$ cat src/rtl/count_pwm_pkg.sv
// Shared constants for count consumers: FSM state encoding and the default
// count width, which must match the upstream up-counter.
package count_pwm_pkg;

  localparam int DEF_WIDTH = 8;

  typedef enum logic [1:0] {
    ST_IDLE = 2'd0,
    ST_ARM  = 2'd1,
    ST_RUN  = 2'd2,
    ST_STOP = 2'd3
  } state_t;

  function automatic logic state_is_on(state_t s);
    return (s == ST_RUN) || (s == ST_STOP);
  endfunction

endpackage

$ cat src/rtl/count_pwm_if.sv
// Signal bundle between the count source / control side and count_pwm.
// COUNT_PWM_POLARITY_EN adds the pol input.
interface count_pwm_if import count_pwm_pkg::*; #(
  parameter int WIDTH  = DEF_WIDTH,
  parameter int PCNT_W = 8
) ();

  logic [WIDTH-1:0]  count_in;
  logic              en;
  logic [WIDTH-1:0]  duty_in;
  logic              duty_wr;
  logic              duty_busy;
  logic              pwm_out;
  logic              wrap_pulse;
  logic [PCNT_W-1:0] period_cnt;
  logic              active;
`ifdef COUNT_PWM_POLARITY_EN
  logic              pol;

  modport master (
    output count_in, en, duty_in, duty_wr, pol,
    input  duty_busy, pwm_out, wrap_pulse, period_cnt, active
  );

  modport slave (
    input  count_in, en, duty_in, duty_wr, pol,
    output duty_busy, pwm_out, wrap_pulse, period_cnt, active
  );
`else
  modport master (
    output count_in, en, duty_in, duty_wr,
    input  duty_busy, pwm_out, wrap_pulse, period_cnt, active
  );

  modport slave (
    input  count_in, en, duty_in, duty_wr,
    output duty_busy, pwm_out, wrap_pulse, period_cnt, active
  );
`endif

endinterface

$ cat src/rtl/count_wrap_det.sv
// Wrap detector for a free-running count: any decrease of the count is a wrap,
// covering both MAX->0 rollover and an upstream clear of a nonzero count.
module count_wrap_det import count_pwm_pkg::*; #(
  parameter int WIDTH = DEF_WIDTH
) (
  input  logic             clk,
  input  logic             clr,
  input  logic [WIDTH-1:0] count_in,
  output logic             wrap,
  output logic             wrap_pulse
);

  logic [WIDTH-1:0] prev_count;

  // a held count (counter parked in clear) compares equal, so it is not a wrap
  assign wrap = (count_in < prev_count);

  always_ff @(posedge clk or posedge clr) begin
    if (clr) begin
      prev_count <= '0;
      wrap_pulse <= 1'b0;
    end else begin
      prev_count <= count_in;
      wrap_pulse <= wrap;
    end
  end

endmodule

$ cat src/rtl/count_pwm.sv
// Registered PWM from an upstream count with wrap-aligned start/stop, a
// double-buffered duty and a saturating period counter.
// Optional COUNT_PWM_POLARITY_EN: pol input inverts pwm_out (idle level = pol).
//
// state   | meaning
// IDLE    | output off, waiting for en
// ARM     | en seen, waiting for the next wrap to start aligned
// RUN     | generating, counting completed periods
// STOP    | en dropped, finishing the current period
module count_pwm import count_pwm_pkg::*; #(
  parameter int WIDTH  = DEF_WIDTH,
  parameter int PCNT_W = 8
) (
  input  logic        clk,
  input  logic        clr,
  count_pwm_if.slave  bus
);

  state_t            state, state_nxt;
  logic              wrap;
  logic              pcnt_clr, pcnt_inc;
  logic              on_nxt, pwm_d;
  logic [WIDTH-1:0]  duty_active, duty_pending, duty_eff;
  logic              duty_busy, pwm_out, active;
  logic [PCNT_W-1:0] period_cnt;

  count_wrap_det #(.WIDTH(WIDTH)) u_wrap_det (
    .clk        (clk),
    .clr        (clr),
    .count_in   (bus.count_in),
    .wrap       (wrap),
    .wrap_pulse (bus.wrap_pulse)
  );

  // pending duty bypasses onto the wrap cycle so count 0 already uses it
  assign duty_eff = (wrap && duty_busy) ? duty_pending : duty_active;

  always_ff @(posedge clk or posedge clr) begin
    if (clr) begin
      duty_active  <= '0;
      duty_pending <= '0;
      duty_busy    <= 1'b0;
    end else if (wrap && duty_busy) begin
      duty_active <= duty_pending;
      duty_busy   <= 1'b0;
    end else if (bus.duty_wr && !duty_busy) begin
      duty_pending <= bus.duty_in;
      duty_busy    <= 1'b1;
    end
  end

  always_comb begin
    state_nxt = state;
    pcnt_clr  = 1'b0;
    pcnt_inc  = 1'b0;
    case (state)
      ST_IDLE: begin
        if (bus.en) begin
          state_nxt = ST_ARM;
          pcnt_clr  = 1'b1;
        end
      end
      ST_ARM: begin
        if (wrap && bus.en) state_nxt = ST_RUN;
        else if (!bus.en)   state_nxt = ST_IDLE;
      end
      ST_RUN: begin
        pcnt_inc = wrap;
        if (!bus.en) state_nxt = ST_STOP;
      end
      ST_STOP: begin
        pcnt_inc = wrap;
        if (wrap)        state_nxt = ST_IDLE;
        else if (bus.en) state_nxt = ST_RUN;
      end
      default: state_nxt = ST_IDLE;
    endcase
  end

  assign on_nxt = state_is_on(state_nxt);

`ifdef COUNT_PWM_POLARITY_EN
  assign pwm_d = (on_nxt && (bus.count_in < duty_eff)) ^ bus.pol;
`else
  assign pwm_d = on_nxt && (bus.count_in < duty_eff);
`endif

  always_ff @(posedge clk or posedge clr) begin
    if (clr) begin
      state      <= ST_IDLE;
      pwm_out    <= 1'b0;
      active     <= 1'b0;
      period_cnt <= '0;
    end else begin
      state   <= state_nxt;
      pwm_out <= pwm_d;
      active  <= on_nxt;
      if (pcnt_clr)
        period_cnt <= '0;
      else if (pcnt_inc && (period_cnt != '1))
        period_cnt <= period_cnt + 1'b1;
    end
  end

  assign bus.duty_busy  = duty_busy;
  assign bus.pwm_out    = pwm_out;
  assign bus.active     = active;
  assign bus.period_cnt = period_cnt;

endmodule

$ cat src/flat_wrapper.sv
// flat-port wrapper written by rule: the top's interface ports become plain ports
module count_pwm_flat import count_pwm_pkg::*;
#(
  parameter int WIDTH  = DEF_WIDTH,
  parameter int PCNT_W = 8
)
  (clk, clr, bus_count_in, bus_en, bus_duty_in, bus_duty_wr, bus_duty_busy, bus_pwm_out, bus_wrap_pulse, bus_period_cnt, bus_active);
  count_pwm_if #(.WIDTH(WIDTH), .PCNT_W(PCNT_W)) bus_i ();
  input  logic clk;
  input  logic clr;
  input wire logic [$bits(bus_i.count_in)-1:0] bus_count_in;
  input wire logic [$bits(bus_i.en)-1:0] bus_en;
  input wire logic [$bits(bus_i.duty_in)-1:0] bus_duty_in;
  input wire logic [$bits(bus_i.duty_wr)-1:0] bus_duty_wr;
  output wire logic [$bits(bus_i.duty_busy)-1:0] bus_duty_busy;
  output wire logic [$bits(bus_i.pwm_out)-1:0] bus_pwm_out;
  output wire logic [$bits(bus_i.wrap_pulse)-1:0] bus_wrap_pulse;
  output wire logic [$bits(bus_i.period_cnt)-1:0] bus_period_cnt;
  output wire logic [$bits(bus_i.active)-1:0] bus_active;
  assign bus_i.count_in = bus_count_in;
  assign bus_i.en = bus_en;
  assign bus_i.duty_in = bus_duty_in;
  assign bus_i.duty_wr = bus_duty_wr;
  assign bus_duty_busy = bus_i.duty_busy;
  assign bus_pwm_out = bus_i.pwm_out;
  assign bus_wrap_pulse = bus_i.wrap_pulse;
  assign bus_period_cnt = bus_i.period_cnt;
  assign bus_active = bus_i.active;
  count_pwm #(.WIDTH(WIDTH), .PCNT_W(PCNT_W)) u_core (.clk(clk), .clr(clr), .bus(bus_i));
endmodule
$ cat config.mk
export PLATFORM = sky130hd
export DESIGN_NAME = count_pwm_flat
export DESIGN_NICKNAME = d
export VERILOG_FILES = /design/src/rtl/count_pwm_pkg.sv /design/src/rtl/count_pwm_if.sv /design/src/rtl/count_wrap_det.sv /design/src/rtl/count_pwm.sv /design/src/flat_wrapper.sv
export SDC_FILE = /design/constraint.sdc
export NUM_CORES = 1
export LEC_CHECK = 0
export BUFFER_PORTS_ARGS = -buffer_cell sky130_fd_sc_hd__buf_2
export CELL_PAD_IN_SITES_DETAIL_PLACEMENT = 1
export CELL_PAD_IN_SITES_GLOBAL_PLACEMENT = 2
export CORE_UTILIZATION = 32
export DETAILED_ROUTE_END_ITERATION = 10
export GPL_TIMING_DRIVEN = 0
export PLACE_DENSITY = 0.75
export SKIP_CTS_REPAIR_TIMING = 1
export SLEW_MARGIN = 20
export SYNTH_ARGS = -nofsm -noshare
export SYNTH_HDL_FRONTEND = slang
export SYNTH_HIERARCHICAL = 1
export SYNTH_SLANG_ARGS = --single-unit
export TNS_END_PERCENT = 50
$ cat constraint.sdc
create_clock -name clk -period 3.3 [get_ports clk]
set_clock_uncertainty 0.15 [all_clocks]
set_input_delay 0.825 -clock clk [delete_from_list [all_inputs] [get_ports clk]]
set_output_delay 0.825 -clock clk [all_outputs]
set_load 0.01 [all_outputs]
==> results.cfg <==
[die]
die_area_um2 = 5820
start_util_pct = 33.9
die_w_um = 76.3
dieHeight_um = 76.3
rows = 26
coreArea_um2 = 5200
pin_count = 32

[cts]
ctsLongestPathBuffers = 2
htree_levels = 2
cts_tree = done
insertion_delay_ns = 0.28
cts_made_buffers = 5
clk_pin_slew_ns = 0.07
clock_tree.root_cell = clkbuf_8
clock_sinks = 37

[routing]
ant_nets = 0
drtIter0Drc = 84
viasPerCell = 4.77
dr.pass1.iters = 4
route.detailed.drc = 0
vias = 1284
routedWlPerCell_um = 14.8
wirelength_um = 3980

[critical_path]
reg2reg_slack_ns = 0.35
worst_path_max_delay_cell = a211o_1
worstSetupStartpoint = bus_count_in[2]
path_max_fanout = 8
cp.buffers_inverters = 2
r2r_cells = 13
worstPathArrival_ns = 3.29
r2r_end = u_core/bus.pwm_out
worst-setup-path-type = in2reg
start_kind = primary input
crit_required_ns = 3.37
r2r_start = u_core/u_wrap_det/prev_count[2]
crit_chain = buf_2 -> ha_4 -> a211oi_4 -> o21ai_2 -> a41oi_4 -> nand2_4 -> mux2_2 -> inv_1 -> ha_1 -> a211o_1 -> a21oi_2 -> o21a_1 -> o211a_1
cp_slowest_stage_delay_ns = 0.32
critPathCaptureType = register
critical_path_cell_count = 13
endpoint = u_core/bus.pwm_out
crit_family = compound AO/OA/AOI/OAI gates

[synthesis]
syn_inst = 151
syn_avg_cell_area_um2 = 11.7
synth_nets = 186
ys_warn_count = 6
ys_async_sr_fraction_pct = 100
synth_edf_count = 0
synth_ff_type = dfrtp_1
netlist-cell-type-count = 36
seq_area_frac_synth_pct = 52.4
synth_area_um2 = 1770
yosys_register_bits = 37

[layout]
diodes = 0
final_nets = 233
syn2layout_area_growth_pct = 26.9
drive_above_1_share_pct = 37.2
final_area_um2 = 2240

[global_route]
grt_pass1_wl_um = 6640
overflow = 0
grt_pass1_vias = 1352
grt_max_degree = 29
track_usage_pct = 14.9
grt_antenna_before_repair = 0

[timing]
setup_tns_ns = 0
worst_slew_pin_slew_ns = 0.604
timing.slew.headroom_pct = 59.6
setup_ws_ns = 0.0792
hold_viol = 0
fin_crit_sh_pct = 97.6
fmax_mhz = 310
finalSetupViolCount = 0
slew_violations = 0
period_needed_ns = 3.22

[job]
cap_violations = 0

[power_and_ir_drop]
p_leak_nw = 1.13
worst_ir_drop_vdd_mv = 0.348
pwr_density_cell_nw_per_um2 = 618
power_mw = 1.38

[hold_path]
min_path_type = reg2reg

[placed_design]
preCtsSetupSlack_ns = -0.554
gp_congestion = 0.722
placed_area_um2 = 2020
dp_hpwl_um = 3040
io_buffers = 31

[outcome]
status = complete, no violations
==> power breakdown <==
group	internal (mW)	leakage, nW	switching (mW)
sequential	0.568	0.452	0.0655
clock	0.150	0.0395	0.147
combinational	0.225	0.637	0.230
total	0.943	1.13	0.442
==> area by class of cell <==
class / instances / area (um2)
Fill cell: 601 / 2970
Sequential cell: 37 / 926
Multi-Input combinational cell: 93 / 845
Timing Repair Buffer: 40 / 223
Tap cell: 70 / 87.6
Clock buffer: 8 / 80.1
Inverter: 20 / 75.1
Buffer: 1 / 3.75
==> sequential cells by signal, summed over array words and instances, names as in the netlist <==
| signal | count |
|---|---|
| u_core/u_wrap_det/prev_count | 8 |
| u_core/duty_active | 8 |
| u_core/state | 1 |
| u_core/bus.active | 1 |
| u_core/duty_pending | 8 |
| u_core/bus.pwm_out | 1 |
| u_core/bus.period_cnt | 8 |
| u_core/u_wrap_det/wrap_pulse | 1 |
| u_core/bus.duty_busy | 1 |
==> cells in the mapped netlist (all sizes together), types with 2 or more instances <==
| master | instances | area [um2] |
|---|---|---|
| a21o | 2 | 15.0 |
| a21oi | 6 | 30.0 |
| a31o | 2 | 17.5 |
| a31oi | 3 | 18.8 |
| and2 | 2 | 15.0 |
| and3 | 2 | 12.5 |
| and4 | 2 | 20.0 |
| dfrtp | 37 | 926 |
| ha | 15 | 188 |
| inv | 20 | 75.1 |
| mux2 | 12 | 139 |
| mux2i | 5 | 50.1 |
| nand2 | 8 | 37.5 |
| nand3 | 6 | 30.0 |
| nand4 | 2 | 12.5 |
| nor2 | 3 | 11.3 |
| nor2b | 2 | 12.5 |
| o21a | 2 | 15.0 |
| o21ai | 8 | 40.0 |
==> cell usage in the layout, fill, tap and decap left out, types with 2 or more instances in the layout <==
cell type | synthesis | layout
ha_1 | 15 | 11
a31o_2 | 2 | 2
a31oi_1 | 3 | 3
o21a_1 | 2 | 2
clkbuf_1 | 1 | 4
nand4_1 | 2 | 2
a21o_1 | 2 | 2
ha_4 | 0 | 3
inv_1 | 20 | 19
a21oi_2 | 0 | 2
buf_2 | 0 | 31
and3_1 | 2 | 2
nor2_1 | 3 | 2
mux2_2 | 11 | 11
nand3_1 | 6 | 6
nor2b_1 | 2 | 2
nand2_1 | 7 | 7
mux2i_1 | 5 | 5
dfrtp_1 | 37 | 37
a21oi_1 | 6 | 4
o21ai_0 | 7 | 6
clkbuf_8 | 0 | 5
o21ai_2 | 0 | 2
buf_4 | 0 | 9
==> routing by layer <==
metal / vias up / GRT usage (%) / part of all wire [%]
met5: - / 0 / 0
met4: 0 / 5.19 / 1.2
met3: 5 / 4.19 / 3.0
met2: 18 / 25.2 / 52
met1: 631 / 18.1 / 44
li1: 630 / - / -
==> logic make-up (layout without fill, tap and decap cells) <==
logic type | count (synthesis) | count (layout) | synth area share, %
and+or+nand+nor | 30 | 30 | 9.78
xor gates and xnor gates | 1 | 1 | 0.496
muxes | 17 | 17 | 10.7
buffers and inverters | 21 | 69 | 4.46
DFF | 37 | 37 | 52.4
AOI/OAI and AO/OA | 30 | 30 | 11.5
adders and majority gates | 15 | 15 | 10.6
==> how the worst min path moves through the flow <==
| stage | startpoint | endpoint | slack (ns) | depth (start not counted) |
|---|---|---|---|---|
| after global routing | u_core/duty_active[5] | u_core/duty_active[5] | 0.37 | 1 |
| after CTS | clr | u_core/u_wrap_det/wrap_pulse | 0.35 | 2 |
| final | u_core/duty_active[6] | u_core/duty_active[6] | 0.35 | 2 |
| after detailed placement | u_core/duty_active[1] | u_core/duty_active[1] | 0.34 | 1 |
| after global placement | u_core/duty_active[3] | u_core/duty_active[3] | 0.33 | 1 |
| after floorplan | u_core/duty_active[2] | u_core/duty_active[2] | 0.31 | 2 |
==> tightest hold or removal path, stage by stage, from the launching register on <==
cell and delay, ns:
dfrtp_1 0.33, mux2i_1 0.09, inv_1 0.06
==> stage by stage <==
stage | util [%] | std cells | hold slack (ns)
6_report | 43.0 | 269 | 0.352
4_1_cts | 40.3 | 260 | 0.353
5_1_grt | 43.0 | 269 | 0.371
3_5_place_dp | 38.7 | 252 | 0.345
3_3_place_gp | 38.7 | 252 | 0.332
2_1_floorplan | - | 151 | 0.307
Note: power is estimated with default switching activity, not from simulation.
